==> src/rtl/transmitter_pkg.sv <==
// Constants shared by the transmitter and receiver: data bus width and
// handshake FSM state encodings.
package transmitter_pkg;

    localparam int DATA_MSB = 7;

    typedef enum logic [1:0] {
        IDLE   = 2'b00,
        REQ_HI = 2'b01,
        REQ_LO = 2'b10
    } tx_state_e;

endpackage

==> src/rtl/transmitter_dff.sv <==
// Single reset-to-zero flop used as one stage of the ack synchronizer.
module dff (
    output logic q,
    input  logic d,
    input  logic clk,
    input  logic reset
);

    // plain flop, cleared by asynchronous reset
    always_ff @(posedge clk or posedge reset) begin
        if (reset) begin
            q <= 1'b0;
        end else begin
            q <= d;
        end
    end

endmodule

==> src/rtl/transmitter.sv <==
// Four-phase request/acknowledge transmitter toward another clock domain.
// Optional ack timeout with sticky err is enabled by defining TX_ACK_TIMEOUT_EN.
module transmitter
    import transmitter_pkg::*;
#(
    parameter int unsigned TIMEOUT_CYCLES = 255
) (
    input  logic                clk,
    input  logic                reset,
    input  logic                v,
    input  logic [DATA_MSB:0]   input_tx,
    input  logic                ack,
    output logic                req,
    output logic [DATA_MSB:0]   output_tx,
    output logic                ready,
    output logic                done,
    output logic                err
);

    logic              ack_s1;
    logic              ack_s2;
    tx_state_e         state_r;
    tx_state_e         state_n;
    logic              req_r;
    logic              req_n;
    logic              done_r;
    logic              done_n;
    logic              ready_r;
    logic              err_r;
    logic              err_n;
    logic              timeout_s;
    logic [DATA_MSB:0] data_r;
    logic [DATA_MSB:0] data_n;

    dff u_ack_sync1 (.q(ack_s1), .d(ack),    .clk(clk), .reset(reset));
    dff u_ack_sync2 (.q(ack_s2), .d(ack_s1), .clk(clk), .reset(reset));

`ifdef TX_ACK_TIMEOUT_EN
    localparam int unsigned       CNT_W    = $clog2(TIMEOUT_CYCLES + 1);
    localparam logic [CNT_W-1:0]  CNT_LAST = CNT_W'(TIMEOUT_CYCLES - 1);

    logic [CNT_W-1:0] cnt_r;

    assign timeout_s = (state_r != IDLE) && (cnt_r == CNT_LAST);

    // cycles spent waiting in the current handshake phase
    always_ff @(posedge clk or posedge reset) begin
        if (reset) begin
            cnt_r <= {CNT_W{1'b0}};
        end else if ((state_n != state_r) || (state_r == IDLE)) begin
            cnt_r <= {CNT_W{1'b0}};
        end else begin
            cnt_r <= cnt_r + CNT_W'(1);
        end
    end
`else
    assign timeout_s = 1'b0;
`endif

    // next state and next register values of the handshake FSM
    always_comb begin
        state_n = state_r;
        req_n   = req_r;
        data_n  = data_r;
        done_n  = 1'b0;
        err_n   = err_r;
        case (state_r)
            IDLE: begin
                // the done cycle is a dead cycle so transfers never abut
                if (v && !done_r) begin
                    data_n  = input_tx;
                    req_n   = 1'b1;
                    state_n = REQ_HI;
                end else begin
                    state_n = IDLE;
                end
            end
            REQ_HI: begin
                if (ack_s2) begin
                    req_n   = 1'b0;
                    state_n = REQ_LO;
                end else if (timeout_s) begin
                    req_n   = 1'b0;
                    err_n   = 1'b1;
                    state_n = IDLE;
                end else begin
                    state_n = REQ_HI;
                end
            end
            REQ_LO: begin
                if (!ack_s2) begin
                    done_n  = 1'b1;
                    state_n = IDLE;
                end else if (timeout_s) begin
                    err_n   = 1'b1;
                    state_n = IDLE;
                end else begin
                    state_n = REQ_LO;
                end
            end
            default: begin
                req_n   = 1'b0;
                state_n = IDLE;
            end
        endcase
    end

    // state register and registered outputs
    always_ff @(posedge clk or posedge reset) begin
        if (reset) begin
            state_r <= IDLE;
            req_r   <= 1'b0;
            data_r  <= {(DATA_MSB+1){1'b0}};
            done_r  <= 1'b0;
            ready_r <= 1'b1;
            err_r   <= 1'b0;
        end else begin
            state_r <= state_n;
            req_r   <= req_n;
            data_r  <= data_n;
            done_r  <= done_n;
            ready_r <= (state_n == IDLE);
            err_r   <= err_n;
        end
    end

    assign req       = req_r;
    assign output_tx = data_r;
    assign ready     = ready_r;
    assign done      = done_r;
    assign err       = err_r;

endmodule
==> config.mk <==
export PLATFORM = sky130hd
export DESIGN_NAME = transmitter
export DESIGN_NICKNAME = d
export VERILOG_FILES = /design/src/rtl/transmitter_pkg.sv /design/src/rtl/transmitter_dff.sv /design/src/rtl/transmitter.sv
export SDC_FILE = /design/constraint.sdc
export NUM_CORES = 1
export LEC_CHECK = 0
export CORE_MARGIN = 2
export CORE_UTILIZATION = 36
export CTS_BUF_LIST = sky130_fd_sc_hd__clkbuf_16
export CTS_CLUSTER_SIZE = 10
export DETAILED_ROUTE_END_ITERATION = 10
export PLACE_DENSITY = 0.72
export SYNTH_ARGS = -nofsm -noshare
export SYNTH_HDL_FRONTEND = slang
export SYNTH_SLANG_ARGS = --single-unit
==> constraint.sdc <==
create_clock -name clk -period 1.3 [get_ports clk]
set_input_delay 0.39 -clock clk [delete_from_list [all_inputs] [get_ports clk]]
set_output_delay 0.39 -clock clk [all_outputs]
set_load 0.02 [all_outputs]
==> metrics.md <==
| Metric | Value |
|---|---|
| Outcome | `finished with violations` |
| Failing checks | `negative setup slack` |
| Largest cells by area after synthesis | `dfrtp_1 (60%), mux2_2 (16%), dfstp_2 (4.5%)` |
| Cell count after synthesis | `39` |
| Post-synthesis compound-gate area fraction | `4.32%` |
| Worst Hold Class | `reg2reg` |
| Pleak | `0.458 nW` |
| Sequential share of power | `32.7%` |
| FFs w/ async S/R, synth | `100%` |
| Post-route ant nets | `0` |
| Most common cell in the netlist | `dfrtp_1` |
| Max_cap viols | `0` |
| Critical Path RT | `1.42 ns` |
| Clock slew at reported path FFs | `0.05 ns` |
| Adder-Cell Fraction of Synth Area | `0%` |
| Die Y | `44.1 um` |
| Crit path max fanout | `6` |
| Int Power | `0.00169 W` |
| Area share of the largest cell type after synthesis | `60.5%` |
| Worst setup path category | `reg2reg` |
| Max-slew violations | `0` |
| Mapped Area | `579 um2` |
| Vias in the first global route | `480` |
| Power per cell area | `2610 nW/um2` |
| Worst-path cell chain | `nand2b_4, nor3_4, buf_6, mux2_4` |
| Htree depth | `1` |
| Clk Latency, worst-skew pair | `0.24 ns` |
| Commonest cells post-synth | `dfrtp_1 (14), mux2_2 (8), inv_1 (2)` |
| Post-synth net total | `51` |
| Tot Pwr | `0.00249 W` |
| Yosys cell types | `18` |
| DR DRC count | `0` |
| GP Congestion | `0.672` |
| Post-Route WL | `1.18 mm` |
| Starting Density | `38.5%` |
| Skew final | `0.00276 ns` |
| Grt total ovfl | `0` |
| Switching Fraction | `32.0%` |
| Cell family with most CP delay | `flip-flops` |
| Synthesis warning total | `0` |
| Sequential area share after synthesis | `65.0%` |
| Pre-CTS setup slack | `-0.516 ns` |
| Crit path from | `done$_DFF_PP0_` |
| Final core occ | `63.5%` |
| Clk sinks | `15` |
| Crit path DAT | `1.45 ns` |
| I/O pin count | `24` |
| Gate power share | `44.0%` |
| CP Buf/Inv Count | `1` |
| Startpoint Class | `flip-flop` |
| EDFF count, synth | `0` |
| Flip-flop and latch count after synthesis | `15` |
| F_max | `755 MHz` |
| CTS root buffer | `clkbuf_16` |
| Setup crit end kind | `flip-flop` |
| Fin crit period | `1.32 ns` |
| Max incr delay on CP | `0.40 ns` |
| Std cell rows | `14` |
| Share of cells above drive strength 1 | `50.0%` |
| Final setup viols | `6` |
| Drt first-iter violations | `5` |
| Drt pass-1 iters | `3` |
| Synth Area in Simple Gates | `7.78%` |
| Drt wl/cell | `13.7 um` |
| Reg-to-Reg Start | `done$_DFF_PP0_` |
| Finished Cell Area | `956 um2` |
| Placeable Area | `1510 um2` |
| Psw | `0.000796 W` |
| Total number of vias | `411` |
| Die footprint | `1950 um2` |
| Total GRT Usage | `14.7%` |
| PnR worst setup slack | `-0.0248 ns` |
| Placed cell areas | `853 um2` |
| Part of the cycle the worst path needs | `102%` |
| Clock power frac | `23.3%` |
| Width of the chip | `44.1 um` |
| First-pass GRT wire length | `2.04 mm` |
| Main synth FF type | `dfrtp_1` |
| Vias per cell | `4.78` |
| Mean Syn Cell Area | `14.9 um2` |
| Multiplexer share of the synthesized area | `17.3%` |
| Detailed Place HPWL | `842 um` |
| Port Buffers | `22` |
| Setup TNS | `-0.111 ns` |
| Synth-to-layout area growth | `65.0%` |
| Peak supply drop | `1560 uV` |
| Initial antenna violation count | `0` |
| Max stage delay cell, worst path | `dfrtp_2` |
| Bufs on Longest Clock Path | `2` |
| TritonCTS clock tree | `done` |
| RSZ-0062 raised after global routing | `true` |
| Fin. Hold Viols | `0` |
| Area leader, netlist | `dfrtp_1` |
| Largest net degree at the start of global routing | `16` |
| NumNets Final | `83` |
| Critical hold path startpoint | `u_ack_sync1.q$_DFF_PP0_` |
| Total CTS buffers | `3` |
| Antenna diodes | `0` |
| Xor and xnor area share after synthesis | `1.51%` |
| Largest family of logic cells by synthesized area | `multiplexers` |
placed cells by master (no fill, tap or decap), types with 2 or more instances in the layout:
cell type	netlist	final
mux2_4	0	8
clkdlybuf4s50_1	0	10
dfrtp_1	14	13
inv_1	2	2
buf_2	0	2
clkbuf_2	1	4
buf_4	1	6
buf_6	0	2
clkbuf_16	0	3
clkdlybuf4s15_2	0	3
final timing paths:
kind / endpoint / slack [ns] / cells after the start
max in group asynchronous: ready$_DFF_PP1_ / 0.61 / 3
worst min register to register: u_ack_sync2.q$_DFF_PP0_ / 0.35 / 0
worst max register to register: output_tx[5]$_DFFE_PP0P_ / -0.02 / 4
worst min-delay path: u_ack_sync2.q$_DFF_PP0_ / 0.35 / 0
min in group asynchronous: output_tx[1]$_DFFE_PP0P_ / 0.45 / 3
worst max-delay path: output_tx[5]$_DFFE_PP0P_ / -0.02 / 4
state kept, by name, summed over array words and instances, names as in the netlist:
| name | flops |
|---|---|
| u_ack_sync2.q | 1 |
| u_ack_sync1.q | 1 |
| req | 1 |
| state_r | 2 |
| done | 1 |
| output_tx | 8 |
| ready | 1 |
stage by stage:
stage                     hold slack (ns)  cells
after floorplan                     0.291     39
after CTS                           0.348     85
after global routing                0.367     86
after detailed placement            0.338     80
after global placement              0.331     80
final                               0.347     86
power by group through the flow:
stage          Sequential [W]  Clock (W)  Combinational, W
2_1_floorplan         0.00100          0          0.000378
3_3_place_gp         0.000802          0           0.00106
3_5_place_dp         0.000814          0           0.00107
4_1_cts              0.000819   0.000600           0.00115
5_1_grt              0.000844   0.000628           0.00116
6_report             0.000815   0.000580           0.00110
repair_timing:
| item | 4_1_cts | 5_1_grt |
|---|---|---|
| pin swaps | 1 | 0 |
| gates cloned | 0 | 0 |
| setup endpoints to repair | 20 | 15 |
| hold buffers | 0 | 0 |
| resized for setup | 41 | 6 |
| buffers inserted | 1 | 1 |
routing by layer:
| metal | track usage [%] | wire, um | vias up |
|---|---|---|---|
| li1 | - | - | 190 |
| met1 | 17.2 | 456 | 203 |
| met2 | 25.9 | 635 | 18 |
| met3 | 4.90 | 87 | 0 |
| met4 | 3.64 | 0 | 0 |
| met5 | 0 | 0 | - |
final cells by class:
| class | instances | area, um2 |
|---|---|---|
| clock buffers | 3 | 75.1 |
| multi-input cells | 20 | 220 |
| repair buffers | 29 | 250 |
| well taps | 16 | 20.0 |
| inverters | 2 | 7.51 |
| flip-flops and latches | 15 | 378 |
| clock inverters | 1 | 5.00 |
| fillers | 126 | 551 |
kinds of logic after synthesis:
logic type | Yosys count
other | 1
XOR/XNOR | 1
multiplexers | 9
flip-flops | 15
AND/OR/NAND/NOR | 5
AO/OA/AOI/OAI | 4
buffers and inverters | 4
No activity file was read; power rests on OpenSTA's default activity.
